**config.mk**
```make
export PLATFORM = sky130hd
export DESIGN_NAME = dmc_sched_flat
export DESIGN_NICKNAME = d
export VERILOG_FILES = /design/src/rtl/dmc_pkg.sv /design/src/rtl/dmc_sched_if.sv /design/src/rtl/dmc_rr_arb.sv /design/src/rtl/dmc_sched.sv /design/src/flat_wrapper.sv
export SDC_FILE = /design/constraint.sdc
export NUM_CORES = 1
export LEC_CHECK = 0
export CAP_MARGIN = 20
export CORE_ASPECT_RATIO = 1.25
export CORE_MARGIN = 4
export CORE_UTILIZATION = 50
export DETAILED_ROUTE_END_ITERATION = 16
export MAX_ROUTING_LAYER = met4
export PLACE_DENSITY_LB_ADDON = 0.05
export SKIP_LAST_GASP = 1
export SYNTH_ARGS = -nofsm -noshare
export SYNTH_HDL_FRONTEND = slang
export SYNTH_SLANG_ARGS = --single-unit
```
**constraint.sdc**
```tcl
create_clock -name clk -period 3.9 [get_ports clk]
set_input_delay 0.975 -clock clk [delete_from_list [all_inputs] [get_ports clk]]
set_output_delay 0.975 -clock clk [all_outputs]
set_load 0.03 [all_outputs]
```
**src/rtl/dmc_pkg.sv**
```systemverilog
// Shared types and constants for the dual-mode count scheduler.
// Imported by the interface, the arbiter and the scheduler top.
package dmc_pkg;

   typedef enum logic [1:0] {
      IDLE = 2'd0,
      RUN  = 2'd1,
      DONE = 2'd2
   } state_t;

   localparam logic MODE_FREE = 1'b0;
   localparam logic MODE_TICK = 1'b1;
   localparam int   NREQ      = 2;

   function automatic logic [NREQ-1:0] onehot(input logic idx);
      return idx ? 2'b10 : 2'b01;
   endfunction

endpackage

```
**src/rtl/dmc_sched_if.sv**
```systemverilog
// Client-facing bundle of the scheduler: requests, targets and modes in,
// grant/done/count status out. err exists only with DMC_SCHED_TIMEOUT_EN.
interface dmc_sched_if #(
   parameter int WIDTH = 4
);
   import dmc_pkg::*;

   logic [NREQ-1:0]  req;
   logic             mode0;
   logic             mode1;
   logic [WIDTH-1:0] tgt0;
   logic [WIDTH-1:0] tgt1;
   logic             tick;
   logic [NREQ-1:0]  gnt;
   logic             busy;
   logic [NREQ-1:0]  done;
   logic [WIDTH-1:0] count;
   logic             act_mode;
`ifdef DMC_SCHED_TIMEOUT_EN
   logic             err;

   modport master (
      output req, mode0, mode1, tgt0, tgt1, tick,
      input  gnt, busy, done, count, act_mode, err
   );

   modport slave (
      input  req, mode0, mode1, tgt0, tgt1, tick,
      output gnt, busy, done, count, act_mode, err
   );
`else
   modport master (
      output req, mode0, mode1, tgt0, tgt1, tick,
      input  gnt, busy, done, count, act_mode
   );

   modport slave (
      input  req, mode0, mode1, tgt0, tgt1, tick,
      output gnt, busy, done, count, act_mode
   );
`endif

endinterface

```
**src/rtl/dmc_rr_arb.sv**
```systemverilog
// Two-way round-robin grant: a lone requester always wins, a tie goes to
// the client named by the priority pointer. Purely combinational.
module dmc_rr_arb
   import dmc_pkg::*;
(
   input  logic [NREQ-1:0] req,
   input  logic            ptr,
   output logic [NREQ-1:0] gnt,
   output logic            win
);

   always_comb begin
      gnt = '0;
      win = ptr;
      case (req)
         2'b01: begin
            win = 1'b0;
            gnt = onehot(1'b0);
         end
         2'b10: begin
            win = 1'b1;
            gnt = onehot(1'b1);
         end
         2'b11: begin
            win = ptr;
            gnt = onehot(ptr);
         end
         default: begin
            win = ptr;
            gnt = '0;
         end
      endcase
   end

endmodule

```
**src/rtl/dmc_sched.sv**
```systemverilog
// Scheduler for the shared count resource: grants one of two clients, counts
// 0..target in free-run or tick-gated mode, then pulses done to the owner.
// Optional watchdog on tick-gated runs enabled by DMC_SCHED_TIMEOUT_EN.
module dmc_sched
   import dmc_pkg::*;
#(
   parameter int WIDTH = 4
) (
   input logic        clk,
   input logic        rst,
   dmc_sched_if.slave bus
);

   state_t           state_q;
   state_t           state_d;
   logic             owner_q;
   logic             ptr_q;
   logic             mode_q;
   logic [WIDTH-1:0] tgt_q;
   logic [WIDTH-1:0] count_q;
   logic [NREQ-1:0]  gnt_q;
   logic [NREQ-1:0]  arb_gnt;
   logic             arb_win;
   logic             do_grant;
   logic             do_inc;
   logic             do_release;
   logic             owner_req;
   logic             step;
   logic             at_tgt;

   dmc_rr_arb u_arb (
      .req (bus.req),
      .ptr (ptr_q),
      .gnt (arb_gnt),
      .win (arb_win)
   );

   assign owner_req = bus.req[owner_q];
   assign step      = (mode_q == MODE_FREE) || bus.tick;
   assign at_tgt    = (count_q == tgt_q);

`ifdef DMC_SCHED_TIMEOUT_EN
   localparam logic [WIDTH:0] WD_LAST = {1'b0, {WIDTH{1'b1}}};

   logic [WIDTH:0] idle_q;
   logic           wd_expire;
   logic           do_err;
   logic           err_q;

   // Expires on the tick-less cycle that would bring the idle count to 2^WIDTH.
   assign wd_expire = (mode_q == MODE_TICK) && !bus.tick && (idle_q == WD_LAST);
`endif

   always_ff @(posedge clk or posedge rst) begin
      if (rst) begin
         state_q <= IDLE;
      end else begin
         state_q <= state_d;
      end
   end

   // A dropped owner request wins over the terminal compare, so an abort
   // never produces a done pulse; the compare precedes any increment.
   always_comb begin
      state_d    = state_q;
      do_grant   = 1'b0;
      do_inc     = 1'b0;
      do_release = 1'b0;
`ifdef DMC_SCHED_TIMEOUT_EN
      do_err     = 1'b0;
`endif
      case (state_q)
         IDLE: begin
            if (bus.req != '0) begin
               state_d  = RUN;
               do_grant = 1'b1;
            end
         end
         RUN: begin
            if (!owner_req) begin
               state_d    = IDLE;
               do_release = 1'b1;
            end else if (at_tgt) begin
               state_d = DONE;
`ifdef DMC_SCHED_TIMEOUT_EN
            end else if (wd_expire) begin
               state_d    = IDLE;
               do_release = 1'b1;
               do_err     = 1'b1;
`endif
            end else if (step) begin
               do_inc = 1'b1;
            end
         end
         DONE: begin
            state_d    = IDLE;
            do_release = 1'b1;
         end
         default: begin
            state_d = IDLE;
         end
      endcase
   end

   // Target and mode are captured only at grant, so client inputs may change
   // freely while the run is in progress. count holds after release.
   always_ff @(posedge clk or posedge rst) begin
      if (rst) begin
         owner_q <= 1'b0;
         ptr_q   <= 1'b0;
         mode_q  <= MODE_FREE;
         tgt_q   <= '0;
         count_q <= '0;
         gnt_q   <= '0;
      end else begin
         if (do_grant) begin
            owner_q <= arb_win;
            gnt_q   <= arb_gnt;
            tgt_q   <= arb_win ? bus.tgt1 : bus.tgt0;
            mode_q  <= arb_win ? bus.mode1 : bus.mode0;
            count_q <= '0;
         end else if (do_inc) begin
            count_q <= count_q + 1'b1;
         end
         if (do_release) begin
            gnt_q <= '0;
            ptr_q <= ~owner_q;
         end
      end
   end

`ifdef DMC_SCHED_TIMEOUT_EN
   always_ff @(posedge clk or posedge rst) begin
      if (rst) begin
         idle_q <= '0;
         err_q  <= 1'b0;
      end else begin
         err_q <= do_err;
         if (do_grant) begin
            idle_q <= '0;
         end else if ((state_q == RUN) && (mode_q == MODE_TICK)) begin
            idle_q <= bus.tick ? '0 : idle_q + 1'b1;
         end
      end
   end

   assign bus.err = err_q;
`endif

   assign bus.gnt      = gnt_q;
   assign bus.busy     = (state_q != IDLE);
   assign bus.done     = (state_q == DONE) ? gnt_q : '0;
   assign bus.count    = count_q;
   assign bus.act_mode = mode_q;

endmodule
```
**src/flat_wrapper.sv**
```systemverilog
// flat-port wrapper written by rule: the top's interface ports become plain ports
module dmc_sched_flat import dmc_pkg::*;
#(
   parameter int WIDTH = 4
)
  (clk, rst, bus_req, bus_mode0, bus_mode1, bus_tgt0, bus_tgt1, bus_tick, bus_gnt, bus_busy, bus_done, bus_count, bus_act_mode);
  dmc_sched_if #(.WIDTH(WIDTH)) bus_i ();
  input logic clk;
  input logic rst;
  input wire logic [$bits(bus_i.req)-1:0] bus_req;
  input wire logic [$bits(bus_i.mode0)-1:0] bus_mode0;
  input wire logic [$bits(bus_i.mode1)-1:0] bus_mode1;
  input wire logic [$bits(bus_i.tgt0)-1:0] bus_tgt0;
  input wire logic [$bits(bus_i.tgt1)-1:0] bus_tgt1;
  input wire logic [$bits(bus_i.tick)-1:0] bus_tick;
  output wire logic [$bits(bus_i.gnt)-1:0] bus_gnt;
  output wire logic [$bits(bus_i.busy)-1:0] bus_busy;
  output wire logic [$bits(bus_i.done)-1:0] bus_done;
  output wire logic [$bits(bus_i.count)-1:0] bus_count;
  output wire logic [$bits(bus_i.act_mode)-1:0] bus_act_mode;
  assign bus_i.req = bus_req;
  assign bus_i.mode0 = bus_mode0;
  assign bus_i.mode1 = bus_mode1;
  assign bus_i.tgt0 = bus_tgt0;
  assign bus_i.tgt1 = bus_tgt1;
  assign bus_i.tick = bus_tick;
  assign bus_gnt = bus_i.gnt;
  assign bus_busy = bus_i.busy;
  assign bus_done = bus_i.done;
  assign bus_count = bus_i.count;
  assign bus_act_mode = bus_i.act_mode;
  dmc_sched #(.WIDTH(WIDTH)) u_core (.clk(clk), .rst(rst), .bus(bus_i));
endmodule
```
==> results.md <==
* Max-cap violations at 0
* Final instance area at ~1200 um2
* Power Total at around 770 uW
* Crit share post-route at 70.1%
* CTS root buf: clkbuf_4
* Area after DPL at 1170 um2
* TNS Setup at 0 ns
* Main combinational cell family by area after synthesis: simple AND/OR/NAND/NOR gates
* Status: finished, final reports clean
* Drt total wl at 1850 um
* Hold crit path type: reg -> reg
* RSZ-0062 raised after global routing: no
* NumNets Final at 144
* Average cell area after synthesis at roughly 9.7 um2
* Max IR drop VDD at about 370 uV
* Mux cell area share after synthesis at 9.78%
* CP Capture Type: output port
* Power Density at around 640 nW/um2
* Post-Synth XOR/XNOR Area at under 10%
* Layout Skew at between 0.002 and 0.0025 ns
* Final setup viols at 0
* Synth Flop Type: dfrtp_1
* Top cells by area, synth: dfrtp_1 (41%), mux2i_1 (9.8%), ha_1 (9.5%), nand2_1 (4.5%), o21ai_0 (4.3%)
* Layout cells sized above 1 at under 10%
* LEAKAGE at around 0.00055 uW
* Routability Congestion at roughly 0.80
* Post-CTS Setup Repair Bufs at 0
* Syn. warnings at 0
* EDFF count, synth at 0
* Post-detailed-route wirelength per cell at around 13 um
* Synth Instances at 95
* Fmax at 0.366 GHz
* Die X at between 40 and 50 um
* Critical-path cell list: inv_1 > ha_1 > and2_1 > clkdlybuf4s50_1
* Total gr overflow at 0
* Cts repair resizes at 0
* Die height at 56.0 um
* Area leader, netlist: dfrtp_1
* Rel. slew slack at 44.1%
* Clock sinks at 15
* Yosys cell types at 25
* Synth top area share at between 40% and 50%
* Synth Area in Simple Gates at 18.5%
* DP Cell Count at between 100 and 150
* Final Non-Filler Cells at 140
* CTS max path bufs at 2
* Final ANT Viol Nets at 0
* Clock latency at the later pin of the worst-skew pair at between 0.2 and 0.3 ns
* Slew @ Worst Pin at 0.831 ns
* Clock period minus worst slack at roughly 2.7 ns
* Initial core utilization at 52.2%
* CP peak stage delay at between 0.6 and 0.7 ns
* Clock Pin Slew Worst Setup and Hold Paths at roughly 0.09 ns
* Synth Area in Adders at a little under a tenth
* Number of I/O port buffers at 24
* Critical path arrival at between 1.5 and 2 ns
* First-pass GRT wire length at around 3200 um
* Post-route setup slack at approximately 1.2 ns
* Initial antenna violation count at 0
* Final Slew Violations at 0
* Worst-path maximum fanout at 3
* Largest net degree at the start of global routing at 16
* CTS HTree Levels at 1
* Crit path required time at about 2.9 ns
* Final HPWL from detailed placement at about 1400 um
* Vias at approximately 770
* Startpoint Class: flop
* Mapped Area at roughly 920 um2
* Slowest cell on crit path: clkdlybuf4s50_1
* CTS buffer count at 3
* Layout area overhead at 29.9%
* I/O pin cnt at 25
* Synth Register Bits at 15
* Hold buffers post-CTS at 0
* First-pass detailed-route iteration total at 4
* Core area at approximately 1800 um2
* Asr flop ratio synth at 100%
* Filler instances at approximately 150
* Row cnt at 17
* Vias per cell at ~5.5
* Post-synth net total at approximately 120
* GRT Resource Usage Total at 16.9%
* Vias in the first global route at ~760
* # diodes at 0
* Sequential area share after synthesis at 40.8%
* Reg2reg setup slack at 2.05 ns
* Most numerous cell in the Yosys netlist: dfrtp_1
* Synth Area in Compound Gates at 13.2%
* Most frequent cells after synthesis: dfrtp_1 (15), nand2_1 (11), mux2i_1 (9)
* Crit Path Class: reg -> out
* 1st-iter DRT viols at 23
* Hold Violations, Final at 0
* Dpl ws at ~0.87 ns
* DRC at 0
* CTS tree: yes
* Die Footprint at 2600 um2
[per-layer routing]
layer | track usage, % | routed length, um
met1 | 21.1 | 825
met2 | 26.6 | 913
met3 | 1.94 | 73
met4 | 7.32 | 39
met5 | - | 0
[cell families after synthesis]
group                      after synthesis
DFF                                     15
xor gates and xnor gates                 4
adders and majority gates                7
AOI/OAI and AO/OA                       21
muxes                                    9
and+or+nand+nor                         30
buffers and inverters                    9
[flip-flops by register name, summed over array words and instances (netlist names)]
name                 count
u_core.tgt_q             4
u_core.bus.count         4
u_core.state_q           2
u_core.owner_q           1
u_core.ptr_q             1
u_core.bus.act_mode      1
u_core.bus.gnt           2
[placed cells by master (no fill, tap or decap)]
cell / Yosys / layout
a311oi_1: 1 / 1
mux2i_1: 9 / 9
nand3_1: 3 / 3
a21oi_1: 7 / 7
nor2_1: 2 / 2
o21bai_1: 1 / 1
nand2b_4: 1 / 1
nand3b_1: 1 / 1
and2_1: 2 / 2
a21boi_0: 1 / 1
nor4_1: 1 / 1
ha_1: 7 / 7
clkbuf_1: 1 / 1
dfrtp_1: 15 / 15
o31ai_1: 3 / 3
nor2b_1: 2 / 2
o21ai_0: 8 / 8
clkbuf_4: 0 / 3
nor4_2: 1 / 1
xor2_1: 4 / 4
clkdlybuf4s50_1: 0 / 24
nand2b_1: 3 / 3
nor3b_1: 1 / 1
inv_1: 7 / 7
or4_1: 2 / 2
nand2_1: 11 / 11
[through the flow]
| step | util, % | hold slack, ns |
|---|---|---|
| CTS | 67.8 | 0.512 |
| floorplan | - | 0.469 |
| detailed placement | 66.3 | 0.490 |
| global route | 67.8 | 0.538 |
| global placement | 66.3 | 0.481 |
| finish | 67.8 | 0.504 |
[worst max-delay path, delay by kind of cell (launching register included)]
family | cells | cell delay [ns]
adder cells (fa/ha/maj) | 1 | 0.20
buffers and inverters | 2 | 0.76
flip-flops | 1 | 0.39
AND/OR/NAND/NOR | 1 | 0.13
[report_power, final]
part / switching (uW) / internal (uW) / leakage [uW] / total (uW)
Clock: 51.1 / 39.8 / 0.0000150 / 90.9
Combinational: 242 / 173 / 0.000340 / 415
Sequential: 48.2 / 217 / 0.000190 / 265
Total: 341 / 430 / 0.000546 / 771
[final cells by class]
class / count / area (um2) / area share (%)
timing repair buffer: 24 / 240 / 20.1
tap: 19 / 23.8 / 1.99
multi-input combinational: 71 / 504 / 42.2
inverter: 7 / 26.3 / 2.20
sequential: 15 / 375 / 31.4
clock buffer: 4 / 26.3 / 2.20
[final timing paths]
check,start,endpoint,cells past startpoint
max,u_core.state_q[0],bus_done[1],4
min,u_core.tgt_q[2],u_core.tgt_q[2],2
max reg2reg,u_core.bus.count[1],u_core.bus.count[3],4
min reg2reg,u_core.tgt_q[2],u_core.tgt_q[2],2
max in group asynchronous,rst,u_core.bus.count[0],2
min in group asynchronous,rst,u_core.ptr_q,2
(Power assumes the default switching activity.)
==> RTL edit (same flow settings) <==
Set the package constant `NREQ` to 4 (it was 2).
--- a/src/rtl/dmc_pkg.sv
+++ b/src/rtl/dmc_pkg.sv
@@ -10,7 +10,7 @@
 
    localparam logic MODE_FREE = 1'b0;
    localparam logic MODE_TICK = 1'b1;
-   localparam int   NREQ      = 2;
+   localparam int   NREQ      = 4;
 
    function automatic logic [NREQ-1:0] onehot(input logic idx);
       return idx ? 2'b10 : 2'b01;
Ports: changed (resized bus_done, bus_gnt and bus_req); port bits go from 25 to 31. The function was not compared with the original's and may differ.
==> RTL edit against the unedited design <==
  * Clock skew rose by 2.6 ps
  * Sequential cell count unchanged
  * Setup slack got worse by 62 ps
  * Cell area rose by 1.7%
  * Core utilization grew 1.1 points
  * Die area increased by 1.0%
  * Clock power is 2% higher
  * Synthesized cell count up 2.1%
  * Maximum frequency fell by 2.2%
  * Synthesized area rose by 1.2%
  * Wire length down 3.5%
  * Power grew 0.87%
==> RTL edit: results (changes against the unedited design) <==
* Status: finished clean
* Vias in the first global route at 764 (+0.13%)
* XOR/XNOR share of the synthesized area at 3.76% (-0.046 points)
* Final weighted congestion in routability-driven placement at 0.742 (-7.3%)
* Transition at the pin with the smallest max-transition slack at 571 ps (-260 ps)
* Pre-CTS WS at 1300 ps (+430 ps)
* Post-detailed-placement half-perimeter wirelength at 1420 um (+0.85%)
* Top cell types by occurrence after synthesis: sky130_fd_sc_hd__dfrtp_1 (15), sky130_fd_sc_hd__nand2_1 (14), sky130_fd_sc_hd__mux2i_1 (10)
* Port buffer count at 26 (+8.3%)
* Nets at 147 (+2.1%)
* Proportion of layout cells with a drive suffix above 1 at 5.65% (+1.5 points)
* Cell area after placement at 1190 um^2 (+1.6%)
* Unique cell type count in the Yosys netlist at 29 (+16%)
* Wl on met1 at 739 um (-10%)
* GRT Overall Usage at 16.3% (-0.57 points)
* Sum of met2 wire segment lengths after detailed routing at 900 um (-1.4%)
* First-pass GRT wire length at 3120 um (-3.2%)
* Post-Synth Adder-Cell Area at 6.71% (-2.8 points)
* Filler-free cell count of the finished design at 143 (+2.1%)
* Fin Clk Skew at 5.09 ps (+2.61 ps)
* Largest net degree at the start of global routing at 22 (+6)
* Maximum vdd drop at 317 uV (-15%)
* Initial detailed-routing violation count at 8 (-65%)
* Met3 WL at 99 um (+36%)
* Final wirelength at 1790 um (-3.5%)
-- RTL edit: cell count changes in the layout (fill, tap and decap cells not counted), sizes merged, moves of 2 or more --
cell,delta
ha,-2
a21oi,-3
clkdlybuf4s50,+2
conb,+4
nand2,+3
-- RTL edit: cell type report --
type	count	share of cell area, %
Sequential cell	15	30.9
Clock buffer	3	1.85
Timing Repair Buffer	26	21.4
Inverter	6	1.85
Tap cell	19	1.95
Multi-Input combinational cell	73	41.7
Clock inverter	1	0.412
-- RTL edit: final timing paths --
check	cells past startpoint	slack (ps)	start	end
max in group asynchronous	2	2500	rst	u_core.tgt_q[3]
min reg2reg	2	510	u_core.tgt_q[0]	u_core.tgt_q[0]
min in group asynchronous	2	1030	rst	u_core.tgt_q[2]
min	2	510	u_core.tgt_q[0]	u_core.tgt_q[0]
max reg2reg	5	2260	u_core.state_q[0]	u_core.bus.gnt[1]
max	4	1100	u_core.state_q[0]	bus_done[1]
-- RTL edit: cell families (layout without fill, tap and decap cells) --
| group | Yosys count | count (layout) |
|---|---|---|
| AOI/OAI and AO/OA | 17 | 17 |
| xor gates and xnor gates | 4 | 4 |
| adders and majority gates | 5 | 5 |
| buffers and inverters | 12 | 36 |
| DFF | 15 | 15 |
| muxes | 11 | 11 |
| other | 1 | 4 |
| and+or+nand+nor | 32 | 32 |
-- RTL edit: power by group --
part / leakage [nW] / internal, mW / switching [mW]
Sequential: 0.191 / 0.215 / 0.0489
Combinational: 0.340 / 0.181 / 0.240
Clock: 0.0177 / 0.0382 / 0.0544
Total: 0.549 / 0.434 / 0.344
-- RTL edit: metal layers --
| metal | up-vias | track usage [%] |
|---|---|---|
| met1 | 364 | 18.6 |
| met4 | 0 | 8.30 |
| met3 | 5 | 1.92 |
| met5 | - | - |
| li1 | 377 | - |
| met2 | 23 | 27.0 |
